--- src/rtl/mips_pkg.sv ---
// rtl/mips_pkg.sv - shared types and constants for the memory port arbiter
package mips_pkg;

  typedef enum logic [1:0] {
    IDLE     = 2'd0,
    IF_BUSY  = 2'd1,
    MEM_BUSY = 2'd2,
    DONE     = 2'd3
  } arb_state_t;

  localparam logic [1:0] LM_WORD   = 2'b00;
  localparam logic [1:0] LM_HALF_S = 2'b01;
  localparam logic [1:0] LM_HALF_U = 2'b10;

endpackage

--- src/rtl/mem_port_arbiter.sv ---
// rtl/mem_port_arbiter.sv - fetch/data arbiter and access sequencer for a single-ported memory
module mem_port_arbiter
  import mips_pkg::*;
#(
  parameter int ADDR_W     = 32,
  parameter int DATA_W     = 32,
  parameter int MAX_STREAK = 3
) (
  input  logic              clk,
  input  logic              rst_n,
  input  logic              if_req,
  input  logic [ADDR_W-1:0] if_addr,
  input  logic              mem_read,
  input  logic              mem_write,
  input  logic [ADDR_W-1:0] mem_addr,
  input  logic [DATA_W-1:0] mem_wdata,
  input  logic [1:0]        load_mode,
  input  logic              ram_ready,
  input  logic [DATA_W-1:0] ram_rdata,
  output logic              ram_en,
  output logic              ram_we,
  output logic [ADDR_W-1:0] ram_addr,
  output logic [DATA_W-1:0] ram_wdata,
  output logic [1:0]        ram_load_mode,
  output logic              if_done,
  output logic              mem_done,
  output logic [DATA_W-1:0] rdata,
  output logic              stall_if,
  output logic              stall_pipe
);

  localparam int SW = $clog2(MAX_STREAK + 1);
  localparam logic [SW-1:0] STREAK_MAX = SW'(MAX_STREAK);

  arb_state_t        state_q, state_d;
  logic [SW-1:0]     streak_q, streak_d;
  logic              served_if_q, served_if_d;
  logic              we_q, we_d;
  logic [ADDR_W-1:0] addr_q, addr_d;
  logic [DATA_W-1:0] wdata_q, wdata_d;
  logic [1:0]        lm_q, lm_d;
  logic [DATA_W-1:0] rdata_q, rdata_d;

  logic data_req;
  logic data_win;

  assign data_req = mem_read | mem_write;
  // Data has priority until it has taken MAX_STREAK grants in a row over a waiting fetch.
  assign data_win = data_req && ((streak_q < STREAK_MAX) || !if_req);

  always_comb begin
    state_d     = state_q;
    streak_d    = streak_q;
    served_if_d = served_if_q;
    we_d        = we_q;
    addr_d      = addr_q;
    wdata_d     = wdata_q;
    lm_d        = lm_q;
    rdata_d     = rdata_q;
    case (state_q)
      IDLE: begin
        if (data_win) begin
          state_d     = MEM_BUSY;
          served_if_d = 1'b0;
          we_d        = mem_write;
          addr_d      = mem_addr;
          wdata_d     = mem_wdata;
          lm_d        = load_mode;
          if (!if_req) begin
            streak_d = '0;
          end else if (streak_q != STREAK_MAX) begin
            streak_d = streak_q + SW'(1);
          end
        end else if (if_req) begin
          state_d     = IF_BUSY;
          served_if_d = 1'b1;
          we_d        = 1'b0;
          addr_d      = if_addr;
          wdata_d     = '0;
          lm_d        = LM_WORD;
          streak_d    = '0;
        end
      end
      IF_BUSY, MEM_BUSY: begin
        if (ram_ready) begin
          rdata_d = ram_rdata;
          state_d = DONE;
        end
      end
      DONE: state_d = IDLE;
      default: state_d = IDLE;
    endcase
  end

  always_ff @(posedge clk) begin
    if (!rst_n) begin
      state_q     <= IDLE;
      streak_q    <= '0;
      served_if_q <= 1'b0;
      we_q        <= 1'b0;
      addr_q      <= '0;
      wdata_q     <= '0;
      lm_q        <= LM_WORD;
      rdata_q     <= '0;
    end else begin
      state_q     <= state_d;
      streak_q    <= streak_d;
      served_if_q <= served_if_d;
      we_q        <= we_d;
      addr_q      <= addr_d;
      wdata_q     <= wdata_d;
      lm_q        <= lm_d;
      rdata_q     <= rdata_d;
    end
  end

  // Request qualifiers only count while the memory is actually engaged.
  assign ram_en        = (state_q == IF_BUSY) || (state_q == MEM_BUSY);
  assign ram_we        = ram_en & we_q;
  assign ram_addr      = addr_q;
  assign ram_wdata     = wdata_q;
  assign ram_load_mode = lm_q;
  assign if_done       = (state_q == DONE) && served_if_q;
  assign mem_done      = (state_q == DONE) && !served_if_q;
  assign rdata         = rdata_q;
  assign stall_if      = if_req & ~if_done;
  assign stall_pipe    = data_req & ~mem_done;

endmodule

--- config.mk ---
export PLATFORM = sky130hd
export DESIGN_NAME = mem_port_arbiter
export DESIGN_NICKNAME = d
export VERILOG_FILES = /design/src/rtl/mips_pkg.sv /design/src/rtl/mem_port_arbiter.sv
export SDC_FILE = /design/constraint.sdc
export NUM_CORES = 1
export LEC_CHECK = 0
export ABC_CLOCK_PERIOD_IN_PS = 1800
export BUFFER_PORTS_ARGS = -buffer_cell sky130_fd_sc_hd__buf_2
export CAP_MARGIN = 0
export CORE_MARGIN = 1.5
export CORE_UTILIZATION = 44
export CTS_CLUSTER_SIZE = 16
export DETAILED_ROUTE_END_ITERATION = 12
export PLACE_DENSITY = 0.9
export SLEW_MARGIN = 30
export SYNTH_ARGS = -nofsm -noshare
export SYNTH_HDL_FRONTEND = slang
export SYNTH_SLANG_ARGS = --single-unit
--- constraint.sdc ---
create_clock -name clk -period 1.8 [get_ports clk]
set_clock_uncertainty 0.1 [all_clocks]
set_input_delay 0.09 -clock clk [delete_from_list [all_inputs] [get_ports clk]]
set_output_delay 0.09 -clock clk [all_outputs]
set_load 0.005 [all_outputs]
Word-level counts from Yosys, hierarchy flattened

Cells that the tools add are included.

Latch bits: 0
Bits in read-only memories: 0
Flip-flop bits (word level): 104
Bits of input ports: 136
Memories: 0
Output and inout bits: 104
Memory bits (writable): 0

$mul: 0
Reduce and logical (&&, ||, !) cells: 14
Equality and inequality tests: 7
Add/sub/neg operators: 1
Mux-type cells: 17
Bitwise logic cells: 6
Shifts and indexed selects: 0
Div/mod/pow operators: 0
Magnitude comparators: 1

Operator list:

| cell                                                                  | count |
|---|---|
| 32-bit two-way mux                                                    | 4 |
| 2-bit two-way mux                                                     | 8 |
| 2-bit case mux with 3 select lines                                    | 1 |
| 2-bit AND reduction                                                   | 3 |
| 2-bit equality test, second input constant                            | 2 |
| 1-bit two-way mux                                                     | 4 |
| 2-bit != test, second input constant                                  | 2 |
| 1-bit bitwise AND                                                     | 3 |
| 1-bit logical AND                                                     | 3 |
| 3-bit by 2-bit != test with 1-bit output, second input constant       | 1 |
| 3-bit != test, second input constant                                  | 1 |
| 3-bit AND reduction                                                   | 1 |
| 2-bit by 1-bit adder with 2-bit output, second input constant         | 1 |
| 2-bit by 1-bit equality test with 1-bit output, second input constant | 1 |
| 1-bit zero test                                                       | 2 |
| 2-bit zero test                                                       | 1 |
| 1-bit logical OR                                                      | 2 |
| 2-bit < comparator, second input constant                             | 1 |
| 1-bit inverter                                                        | 2 |
| 2-bit nonzero test                                                    | 1 |
| 2-bit OR reduction                                                    | 1 |
| 1-bit OR                                                              | 1 |

Logic depth before layout (Yosys ltp)

Depth in word-level cells: 5
Gate-level depth with buffers: 8

Worst setup path after synthesis

No wires, ideal clock.

Path type: register to register
Start point: register state_q[0]
End point: register rdata_q[10], in the netlist rdata[10]
Arrival: 1.400 ns
Cell stages (with the launch flop): 8
Setup time: 0.076 ns
Period minus slack after synthesis: 1.575 ns
Setup slack: 0.225 ns
Required time: 1.624 ns
Path through: dfxtp_1 inv_1 ha_1 and2_1 clkbuf_1 buf_2 nand2_1 a21boi_0

Longest elaborated chain between the ends: 3

RTL lines:

| item                                                                                  | RTL line                | source |
|---|---|---|
| start: declaration                                                                    | mem_port_arbiter.sv:35  | `arb_state_t state_q, state_d;` |
| start signal: assignment                                                              | mem_port_arbiter.sv:106 | `state_q <= state_d;` |
| 2-bit by 1-bit equality test with 1-bit output or 2-bit equality test (tied branches) | mem_port_arbiter.sv:60  | `case (state_q)` |
| 2-bit OR reduction (*)                                                                | mem_port_arbiter.sv:60  |  |
| 2-bit AND reduction (no source line) (*)                                              | -                       |  |
| end signal: assignment                                                                | mem_port_arbiter.sv:113 | `rdata_q <= rdata_d;` |
| end: declaration                                                                      | mem_port_arbiter.sv:42  | `logic [DATA_W-1:0] rdata_q, rdata_d;` |

Mark *: on every way between the ends. The rest lies on a longest branch, timed or not.
A chain may end at the register's enable or synchronous reset.

Worst setup path after layout

Start point: register state_q[1]
End point: register rdata_q[14], in the netlist rdata[14]

Same word-level chain as after synthesis.

==> results_dict.tcl <==
set metrics [dict create \
    gp_congestion 0.813 \
    antennaDiodeCount 0 \
    p_leak_nw 3.20 \
    die_height_um 101 \
    yosys.cell_types.count 28 \
    syn_inst 482 \
    pre_cts_ws_ns 0.136 \
    cts_sinks 104 \
    routed_wl_um 17000 \
    grt_pass1_vias 5651 \
    clk_pin_slew_ns 0.11 \
    root_buffer "clkbuf_8" \
    vdd_drop_max_uv 642 \
    cts_buffers 9 \
    worst_ep_required_time_ns 1.98 \
    maxCapViolations 0 \
    postSynthNetCount 622 \
    dr.pass1.iters 5 \
    end_kind "flop" \
    rsz0062_at_grt "false" \
    setup_viol 0 \
    p_per_area_nw_per_um2 1250 \
    viasPerCell 5.54 \
    core_sq_um 9240 \
    netlist.area_leader.share_pct 49.6 \
    grt_pass1_wl_um 25800 \
    yosys.area.top_type "dfxtp_1" \
    ioPinCount 240 \
    crit_family "flip-flops" \
    period_share_pct 95.2 \
    critPathMaxFanout 32 \
    status "finished, final reports clean" \
    finalHoldViolations 0 \
    critPathSlowestCell "dfxtp_1" \
    cts.path.max_buffers 2 \
    start_kind "flop" \
    die_width_um 101 \
    crit_chain "inv_1, ha_2, and2_1, buf_12, nand2_1, a21boi_0" \
    wl_per_cell_um 17.6 \
    portBuffers 239 \
    initial_utilization_pct 45.4 \
    r2r_slack_ns 0.09 \
    grt_antenna_before_repair 1 \
    htreeDepth 3 \
    tns_ns 0 \
    finalCriticalPeriod_ns 1.71 \
    postCtsSetupRepairBufs 0 \
    max_stage_delay_ns 0.38 \
    tightest_slew_ns 0.624 \
    tritoncts "built" \
    dieArea_sq_um 10100 \
    rows 35 \
    worst_slack_ns 0.0862 \
    max_freq_mhz 584 \
    drc 0 \
    min_path_type "input pin to flop" \
    yosysWarnings 0 \
    synth-seq-cells 104 \
    drt_iter0_drc 295 \
    final_common_cell "buf_2" \
    seqCellArea_sq_um 2080 \
    grt_max_degree 48 \
    synth_area_leaders "dfxtp_1, nand2_1, a21oi_1, a32oi_1, nor2b_1" \
    slew_viol_final 0 \
    grtUsageTotal_pct 32.5 \
    clock_latency_ns 0.36 \
    fillerInstances 551 \
    layout_common_cells "buf_2, dlygate4sd3_1, dfxtp_1, nand2_1, a21oi_1" \
    hpwl_um 8970 \
    crit_buf_inv 2 \
    drt.antenna.violating_nets 0 \
    area_delta_synth_final_pct 68.4 \
    nets 972 \
    grt_overflow 0 \
    drive_gt1_share_pct 33.0 \
    relSlewSlack_pct 58.4 \
    critical_path_class "flop to flop" \
    multi_input_area_sq_um 1900 \
    netlist_area_sq_um 4190 \
    postSynthAreaPerCell_sq_um 8.70 \
    vias 5352 \
    ys_seq_area_share_pct 49.6 \
    worstPathArrival_ns 1.89 \
]
cells by family (layout without fill, tap and decap cells):
| kind of cell | Yosys count | after routing | synth area share [%] |
|---|---|---|---|
| fa+ha+maj | 4 | 4 | 1.19 |
| compound gates | 177 | 177 | 27.8 |
| flops | 104 | 104 | 49.6 |
| simple gates | 149 | 149 | 16.1 |
| buf+inv | 48 | 403 | 5.31 |
metal layers:
layer	vias up	GRT usage, %	share of wire (%)
met5	-	0	0.065
met4	2	24.7	6.9
met3	119	9.78	7.6
met2	360	58.8	52
met1	2500	30.6	34
li1	2371	-	-
sequential cells by signal, indices dropped and copies added (netlist names):
signal / count
ram_addr: 32
ram_wdata: 32
rdata: 32
ram_load_mode: 2
state_q: 2
streak_q: 2
served_if_q: 1
we_q: 1
cell type report:
cell class                 count  area share, %
clock buffer                  10           1.95
multi-input combinational    330           26.9
sequential                   104           29.5
tap                          129           2.28
inverter                       2          0.106
clock inverter                 6           1.03
timing repair buffer         385           38.3
where the power goes:
part	switching [mW]	internal, mW	leakage, nW
registers	0.377	2.98	0.856
logic	2.17	1.72	2.24
clock network	0.861	0.700	0.104
worst reg2reg max path, cell delays in order, from the launching register on:
cell and delay (ns):
dfxtp_1 0.38, inv_1 0.08, ha_2 0.38, and2_1 0.20, buf_12 0.20, nand2_1 0.10
a21boi_0 0.21
metrics by stage:
stage	power (mW)	hold WS, ns	instance area, sq um	utilization [%]	instances
floorplan	5.34	0.124	4190	-	482
global placement	6.59	0.230	5550	60.1	820
detailed placement	6.79	0.236	5550	60.1	820
CTS	8.55	0.0696	7060	76.4	966
global route	9.29	0.106	7060	76.5	966
finish	8.80	0.104	7060	76.5	966
path summary, 6_finish.rpt:
kind                      startpoint                  endpoint  cells past startpoint
max          state_q[1]$_SDFFE_PN0P_    rdata[14]$_SDFFE_PN0P_                      6
max reg2reg  state_q[1]$_SDFFE_PN0P_    rdata[14]$_SDFFE_PN0P_                      6
min reg2reg    rdata[6]$_SDFFE_PN0P_     rdata[6]$_SDFFE_PN0P_                      2
min                           if_req  streak_q[1]$_SDFFE_PN0P_                      4
repair_timing:
action                                 CTS  global route
endpoints found under the hold margin   98             0
gates resized for setup                  0             2
setup endpoints to repair                0             6
hold buffers                           130             0
synth_stat cells (all sizes together):
cell type,number
buf,22
o22ai,1
a32oi,35
inv,2
nor3,1
nand4b,1
o221a,1
o31ai,1
a22o,1
ha,4
o31a,1
nand2,102
a21boi,35
nand4,1
nor2,2
dfxtp,104
a2bb2oi,1
o21ai,34
a21oi,65
nor2b,39
o2bb2ai,1
o211a,1
clkbuf,24
and2,3
No activity file was read; power rests on OpenSTA's default activity.
